<file path="src/rtl/cpu16_regctl.sv">
// ---------------------------------------------------------------------------
// cpu16_regctl
//
// Register-file controller that sits between the cpu16 core and its 8x16
// two-read/one-write register file (block RAM, registered reads, no reset).
//
// Responsibilities:
//   - After reset, sweep r0..r7 with INIT_VALUE. The RAM banks have no reset
//     of their own, so this sweep is what clears them.
//   - Share the regfile ports between the core and a debug/loader port.
//   - Hide the 1-cycle registered read latency of the regfile from the
//     debug port.
//
// Parameters:
//   INIT_VALUE    value written to every register during the init sweep
//   DBG_WAIT_MAX  cycles a debug write waits behind core writes before it
//                 forces a one-cycle core stall (legal range 1..15)
//
// Configuration macro:
//   REGS_BYPASS_EN  when defined, a read of the register being written in
//                   the same cycle returns the new data one cycle later.
//                   When undefined, reads return whatever the regfile
//                   returns (old data on the BRAM build).
//
// Ports:
//   clk, rst_n                     clock, asynchronous active-low reset
//   core_asel/bsel                 core read addresses (data 1 cycle later)
//   core_wsel/wreg/wdata           core write port
//   core_adata/bdata               core read data
//   core_stall                     core must hold its inputs
//   init_done                      init sweep complete
//   dbg_req/we/addr/wdata          debug request (held until dbg_ack)
//   dbg_ack                        1-cycle completion pulse
//   dbg_rdata                      debug read data, valid with ack, held
//   rf_asel/bsel/wsel/wreg/wdata   regfile address/write side
//   rf_adata/bdata                 regfile registered read data
// ---------------------------------------------------------------------------
module cpu16_regctl #(
  parameter logic [15:0] INIT_VALUE   = 16'h0000,
  parameter int          DBG_WAIT_MAX = 4
) (
  input  logic        clk,
  input  logic        rst_n,

  input  logic [2:0]  core_asel,
  input  logic [2:0]  core_bsel,
  input  logic [2:0]  core_wsel,
  input  logic        core_wreg,
  input  logic [15:0] core_wdata,
  output logic [15:0] core_adata,
  output logic [15:0] core_bdata,
  output logic        core_stall,
  output logic        init_done,

  input  logic        dbg_req,
  input  logic        dbg_we,
  input  logic [2:0]  dbg_addr,
  input  logic [15:0] dbg_wdata,
  output logic        dbg_ack,
  output logic [15:0] dbg_rdata,

  output logic [2:0]  rf_asel,
  output logic [2:0]  rf_bsel,
  output logic [2:0]  rf_wsel,
  output logic        rf_wreg,
  output logic [15:0] rf_wdata,
  input  logic [15:0] rf_adata,
  input  logic [15:0] rf_bdata
);

  typedef enum logic [1:0] {
    ST_INIT,
    ST_RUN,
    ST_DRD
  } state_t;

  localparam logic [3:0] WAIT_LIMIT = 4'(DBG_WAIT_MAX);

  state_t      state, state_nxt;
  logic [2:0]  cnt, cnt_nxt;
  logic [3:0]  waitcnt, waitcnt_nxt;
  logic        ack_q, ack_nxt;
  logic [15:0] rdata_q, rdata_nxt;
  logic        rf_wreg_int;

  // Read data as seen by the controller after the optional bypass.
  logic [15:0] a_rd;
  logic [15:0] b_rd;

  // State and bookkeeping registers. The debug read data register and the
  // ack pulse are cleared here so a reset in the middle of a debug read
  // drops the transaction without an ack.
  always_ff @(posedge clk or negedge rst_n) begin
    if (!rst_n) begin
      state   <= ST_INIT;
      cnt     <= 3'd0;
      waitcnt <= 4'd0;
      ack_q   <= 1'b0;
      rdata_q <= 16'h0000;
    end else begin
      state   <= state_nxt;
      cnt     <= cnt_nxt;
      waitcnt <= waitcnt_nxt;
      ack_q   <= ack_nxt;
      rdata_q <= rdata_nxt;
    end
  end

  // Next-state and port-steering logic.
  // In RUN the regfile ports follow the core unless a debug request wins:
  //   - debug read steals port A for one cycle (core stalled, its write
  //     still goes through), the data returns in DRD;
  //   - debug write waits for a cycle without a core write, or after
  //     WAIT_LIMIT blocked cycles takes the write port by stalling the core
  //     and dropping that cycle's core write.
  // A request is ignored in the cycle that carries the ack for the previous
  // one, so a requester that keeps dbg_req high cannot be acked twice for
  // the same handshake.
  always_comb begin
    state_nxt   = state;
    cnt_nxt     = cnt;
    waitcnt_nxt = waitcnt;
    ack_nxt     = 1'b0;
    rdata_nxt   = rdata_q;
    rf_asel     = core_asel;
    rf_bsel     = core_bsel;
    rf_wsel     = core_wsel;
    rf_wdata    = core_wdata;
    rf_wreg_int = 1'b0;
    core_stall  = 1'b1;
    dbg_rdata   = rdata_q;

    case (state)
      ST_INIT: begin
        rf_wsel     = cnt;
        rf_wdata    = INIT_VALUE;
        rf_wreg_int = 1'b1;
        cnt_nxt     = cnt + 3'd1;
        if (cnt == 3'd7) begin
          state_nxt = ST_RUN;
        end
      end

      ST_RUN: begin
        core_stall  = 1'b0;
        rf_wreg_int = core_wreg;
        if (dbg_req && !ack_q) begin
          if (!dbg_we) begin
            rf_asel     = dbg_addr;
            core_stall  = 1'b1;
            waitcnt_nxt = 4'd0;
            ack_nxt     = 1'b1;
            state_nxt   = ST_DRD;
          end else if (!core_wreg || (waitcnt == WAIT_LIMIT)) begin
            // A forced grant stalls the core; a free one does not.
            core_stall  = core_wreg;
            rf_wsel     = dbg_addr;
            rf_wdata    = dbg_wdata;
            rf_wreg_int = 1'b1;
            waitcnt_nxt = 4'd0;
            ack_nxt     = 1'b1;
          end else begin
            waitcnt_nxt = waitcnt + 4'd1;
          end
        end else if (!dbg_req) begin
          waitcnt_nxt = 4'd0;
        end
      end

      ST_DRD: begin
        // Port A data belongs to the debug port this cycle; it is shown
        // directly with the ack and captured for later.
        dbg_rdata = a_rd;
        rdata_nxt = a_rd;
        state_nxt = ST_RUN;
      end

      default: begin
        state_nxt = ST_INIT;
      end
    endcase
  end

  // The regfile write enable is gated by reset directly so nothing is
  // written into the RAM while rst_n is low, whatever the state register
  // is doing.
  assign rf_wreg = rf_wreg_int & rst_n;

`ifdef REGS_BYPASS_EN
  logic        byp_a;
  logic        byp_b;
  logic [15:0] byp_data;

  // Remember same-cycle read/write collisions so the next cycle can return
  // the freshly written value instead of the regfile's old data.
  always_ff @(posedge clk or negedge rst_n) begin
    if (!rst_n) begin
      byp_a    <= 1'b0;
      byp_b    <= 1'b0;
      byp_data <= 16'h0000;
    end else begin
      byp_a    <= rf_wreg && (rf_asel == rf_wsel);
      byp_b    <= rf_wreg && (rf_bsel == rf_wsel);
      byp_data <= rf_wdata;
    end
  end

  assign a_rd = byp_a ? byp_data : rf_adata;
  assign b_rd = byp_b ? byp_data : rf_bdata;
`else
  assign a_rd = rf_adata;
  assign b_rd = rf_bdata;
`endif

  assign core_adata = a_rd;
  assign core_bdata = b_rd;
  assign dbg_ack    = ack_q;
  assign init_done  = (state != ST_INIT);

endmodule

</file>
<file path="config.mk">
export PLATFORM = sky130hd
export DESIGN_NAME = cpu16_regctl
export DESIGN_NICKNAME = d
export VERILOG_FILES = /design/src/rtl/cpu16_regctl.sv
export SDC_FILE = /design/constraint.sdc
export NUM_CORES = 1
export LEC_CHECK = 0
export CORE_UTILIZATION = 35
export DETAILED_ROUTE_END_ITERATION = 8
export PLACE_DENSITY = 0.88
export SLEW_MARGIN = 25
export SYNTH_ARGS = -nofsm -noshare
export SYNTH_HDL_FRONTEND = slang
export SYNTH_SLANG_ARGS = --single-unit
</file>
<file path="constraint.sdc">
create_clock -name clk -period 3.3 [get_ports clk]
set_input_delay 0.495 -clock clk [delete_from_list [all_inputs] [get_ports clk]]
set_output_delay 0.495 -clock clk [all_outputs]
set_load 0.005 [all_outputs]
</file>
* Word level (Yosys, flattened, before mapping) *
Index checks and enable logic that the tools add are counted.

storage, ports and cells
  bits of input ports = 81
  output and inout bits = 77
  register bits = 26

operators by class
  bitwise operators = 1
  reduce and logical (&&, ||, !) cells = 8
  muxes and demuxes = 32
  add/sub/neg operators = 2
  equal/unequal tests = 8

operators with widths
  cell                                                                     count
  16-bit two-way mux                                                       4
  16-bit one-hot mux with 2 select lines                                   1
  3-bit two-way mux                                                        6
  4-bit two-way mux                                                        4
  1-bit two-way mux                                                        11
  2-bit two-way mux                                                        3
  2-bit inequality test, second input constant                             3
  2-bit one-hot mux with 3 select lines                                    1
  3-bit one-hot mux with 2 select lines                                    1
  4-bit by 1-bit adder with 4-bit output, second input constant            1
  4-bit by 3-bit equality test with 1-bit output, second input constant    1
  3-bit by 1-bit adder with 3-bit output, second input constant            1
  3-bit equality test, second input constant                               1
  3-bit AND reduction                                                      1
  2-bit by 1-bit equality test with 1-bit output, second input constant    1
  2-bit equality test, second input constant                               1
  1-bit logical NOT                                                        2
  2-bit logical NOT                                                        1
  2-bit by 1-bit inequality test with 1-bit output, second input constant  1
  1-bit one-hot mux with 2 select lines                                    1
  2-bit AND reduction                                                      1
  2-bit nonzero test                                                       1
  1-bit bitwise AND                                                        1
  1-bit logical AND                                                        1
  1-bit logical OR                                                         1

* Depth between registers and ports, before layout *
  word-level depth = 7
  gate-level depth with buffers = 7
  depth with buffers taken out = 6

* Least setup slack after synthesis *
No wires, ideal clock.

  path kind = register -> output
  start point = reg waitcnt[0]
  end point = out rf_wdata[0]
  cell stages (with the launch flop) = 8
  arrival time = 1.504 ns
  data required time = 2.805 ns
  slack = 1.301 ns
  buffers on the path = 1
  cell sequence = dfrtp_1 -> inv_1 -> ha_1 -> nand3b_4 -> a211oi_4 -> buf_6 -> a22o_1 -> a22o_1

between the ends
  longest elaborated chain between the ends = 6

ends and longest elaborated chain
  what                                            line  RTL
  start: declaration                              81    logic [3:0] waitcnt, waitcnt_nxt;
  start signal: assignment                        103   waitcnt <= waitcnt_nxt;
  4-bit by 3-bit equality test with 1-bit output  154   end else if (!core_wreg || (waitcnt == WAIT_LIMIT)) begin
  1-bit logical OR                                154
  16-bit two-way mux                              154
  16-bit two-way mux                              148   if (!dbg_we) begin
  16-bit two-way mux                              147   if (dbg_req && !ack_q) begin
  16-bit one-hot mux with 2 select lines          133   case (state)
  end: declaration                                66    output logic [15:0] rf_wdata,

Every way passes these cells.

* Final worst setup path *
  start point = in dbg_we
  end point = out rf_wdata[10]

between the ends
  longest elaborated chain between the ends = 3

ends and longest elaborated chain
  what                                    line  RTL
  start: declaration                      56    input logic dbg_we,
  16-bit two-way mux                      148
  16-bit two-way mux                      147
  16-bit one-hot mux with 2 select lines  133

Every way passes these cells.

==> metrics.yaml <==
status: "finished, final reports clean"
rsz0062_at_grt: "false"
cts.sink_count: 26
dp_cells: 328
port_buffers: 119
r2r_setup_slack_ns: 1.47
io-pin-count: 158
timing.slew.headroom_pct: 58.9
setup-violations-final: 0
final_cell_area_sq_um: 2960
hp-class: "reg -> reg"
ctsHoldBuffers: 0
cts_setup_buffers: 0
area_delta_synth_final_pct: 55.6
hold-worst-slack_ns: 0.501
final_cell_mix: "clkdlybuf4s50_1, a22o_1, dfrtp_1, mux2_2, nand2_1"
grt_pass1_wl_mm: 7.00
leakage_nw: 1.21
cts_root_buffer: "clkbuf_8"
clock_latency_ns: 0.27
syn_avg_cell_area_sq_um: 10.6
cpLargestDelayFamily: "buffers and inverters"
gp_congestion: 0.755
grt_start_max_net_pins: 27
cp_slowest_cell: "clkdlybuf4s50_1"
max-vdd-ir-drop_mv: 0.369
row_count: 26
dp_hpwl_mm: 3.86
grt_use_total_pct: 16.0
drc_errors: 0
synth_edf_count: 0
ys_types: 33
crit_path_end_kind: "output pin"
synth_nets: 265
critPathMaxFanout: 21
netlist_area_sq_um: 1900
wl_mm: 4.86
worstPathCellList: "clkdlybuf4s50_1, nand3b_4, a21o_1, a22o_1, a22o_1, clkdlybuf4s50_1"
nets: 348
drv_slew: 0
htree_levels: 1
fin_skew_ns: 0.00304
p_per_area_nw_per_um2: 612
fill_cells: 433
synthCells: 180
ys_seq_area_share_pct: 34.2
die_area_sq_um: 5740
ys.flop_type: "dfrtp_1"
antenna_found_initial: 0
cts_tree: "built"
fin_crit_sh_pct: 92.6
post_cts_resized: 0
final_cells: 332
start_util_pct: 36.8
cts.reportedPaths.clkPinSlew_ns: 0.09
grt_pass1_vias: 1512
ys_warn_count: 0
critPathRequiredTime_ns: 2.80
dpl_cell_area_sq_um: 2890
final_hold_viol_count: 0
start_kind: "primary input"
die_h_um: 75.7
fmax_mhz: 327
slowest_delay_ns: 0.56
core_sq_um: 5170
ant_nets: 0
netlist_top_cells_area: "dfrtp_1, buf_4, a22o_1"
synth_top_area_share_pct: 34.2
maxCapViolations: 0
drive_gt1_share_pct: 14.1
finalSetupTns_ns: 0
die_w_um: 75.7
via_per_inst: 4.94
grt_remaining_overflow: 0
diodes: 0
worstMarginPinSlew_ns: 0.617
drt-initial-drc-count: 38
critical_path_class: "in -> out"
dr_total_vias: 1641
ys_seq_elements: 26
min_period_ns: 3.06
crit_buf_inv: 2
arrival_ns: 2.56
drtPass1Iterations: 4
ctsLongestPathBuffers: 2
synthArstFlopShare_pct: 100
synth_area_leader_cell: "dfrtp_1"
cts_made_buffers: 3
layout_commonest_cell: "clkdlybuf4s50_1"
wl_per_cell_um: 14.7
## cell families (layout without fill, tap and decap cells)
group,Yosys count,after routing,synth area share (%)
xor+xnor,1,1,0.460
buf+inv,53,135,18.9
fa+ha+maj,4,4,2.63
mux,21,21,12.4
compound gates,48,48,21.8
flops,26,26,34.2
simple gates,27,27,9.60
## state kept, by name, indices dropped and copies added, names as in the netlist
register  count
cnt           3
state         2
waitcnt       4
dbg_ack       1
rdata_q      16
## worst register-to-register path: stages, from the launching register on
cell,delay [ns]
dfrtp_1,0.55
buf_4,0.26
nor2b_1,0.15
buf_4,0.17
nand2_2,0.11
and4bb_2,0.23
a221o_1,0.25
## cell usage after synthesis (2+ instances only)
| cell | instances |
|---|---|
| nand3_1 | 4 |
| mux2_2 | 21 |
| a21o_1 | 2 |
| nand2b_1 | 2 |
| a22o_1 | 28 |
| o21ai_0 | 2 |
| buf_4 | 35 |
| dfrtp_1 | 26 |
| buf_6 | 3 |
| inv_1 | 6 |
| nand3b_4 | 2 |
| ha_1 | 4 |
| o211ai_1 | 3 |
| nand2_1 | 8 |
| a22oi_1 | 3 |
| nor2_1 | 3 |
| buf_2 | 5 |
| nor2b_1 | 3 |
| clkbuf_1 | 3 |
| a32o_1 | 3 |
| a311oi_1 | 2 |
## final cells by class
cell class / count / area [sq um] / area share (%)
Clock buffer: 3 / 41.3 / 1.39
Clock inverter: 1 / 30.0 / 1.01
Inverter: 6 / 22.5 / 0.760
Timing Repair Buffer: 125 / 1240 / 41.7
Tap cell: 70 / 87.6 / 2.96
Multi-Input combinational cell: 101 / 893 / 30.2
Sequential cell: 26 / 651 / 22.0
## stage by stage
stage | setup WS [ns] | utilization, % | power [W]
floorplan | 1.30 | - | 0.00100
global placement | 0.288 | 55.9 | 0.00154
detailed placement | 0.254 | 55.9 | 0.00156
CTS | 0.246 | 57.3 | 0.00183
global route | 0.137 | 57.3 | 0.00195
finish | 0.243 | 57.3 | 0.00181
## power by group
part           switching [W]  internal (W)  total [W]
logic               0.000355      0.000670    0.00103
clock network       0.000103      0.000162   0.000265
registers          0.0000725      0.000450   0.000523
total               0.000531       0.00128    0.00181
## layer usage
metal	share of wire, %	wire (um)	global-route usage, %	vias to the layer above
li1	-	-	-	793
met1	37	1800	17.0	768
met3	9.1	444	4.63	12
met2	53	2560	30.1	68
met5	0	0	0	-
met4	1.3	63	4.94	0
## final timing paths
| path | start | to | cells past startpoint |
|---|---|---|---|
| setup / recovery | dbg_we | rf_wdata[10] | 6 |
| hold reg to reg | rdata_q[1] | rdata_q[1] | 1 |
| max in group asynchronous | rst_n | waitcnt[0] | 2 |
| setup reg to reg | state[0] | waitcnt[2] | 6 |
| hold / removal | rdata_q[1] | rdata_q[1] | 1 |
| min in group asynchronous | rst_n | rdata_q[1] | 2 |
(Power assumes the default switching activity.)
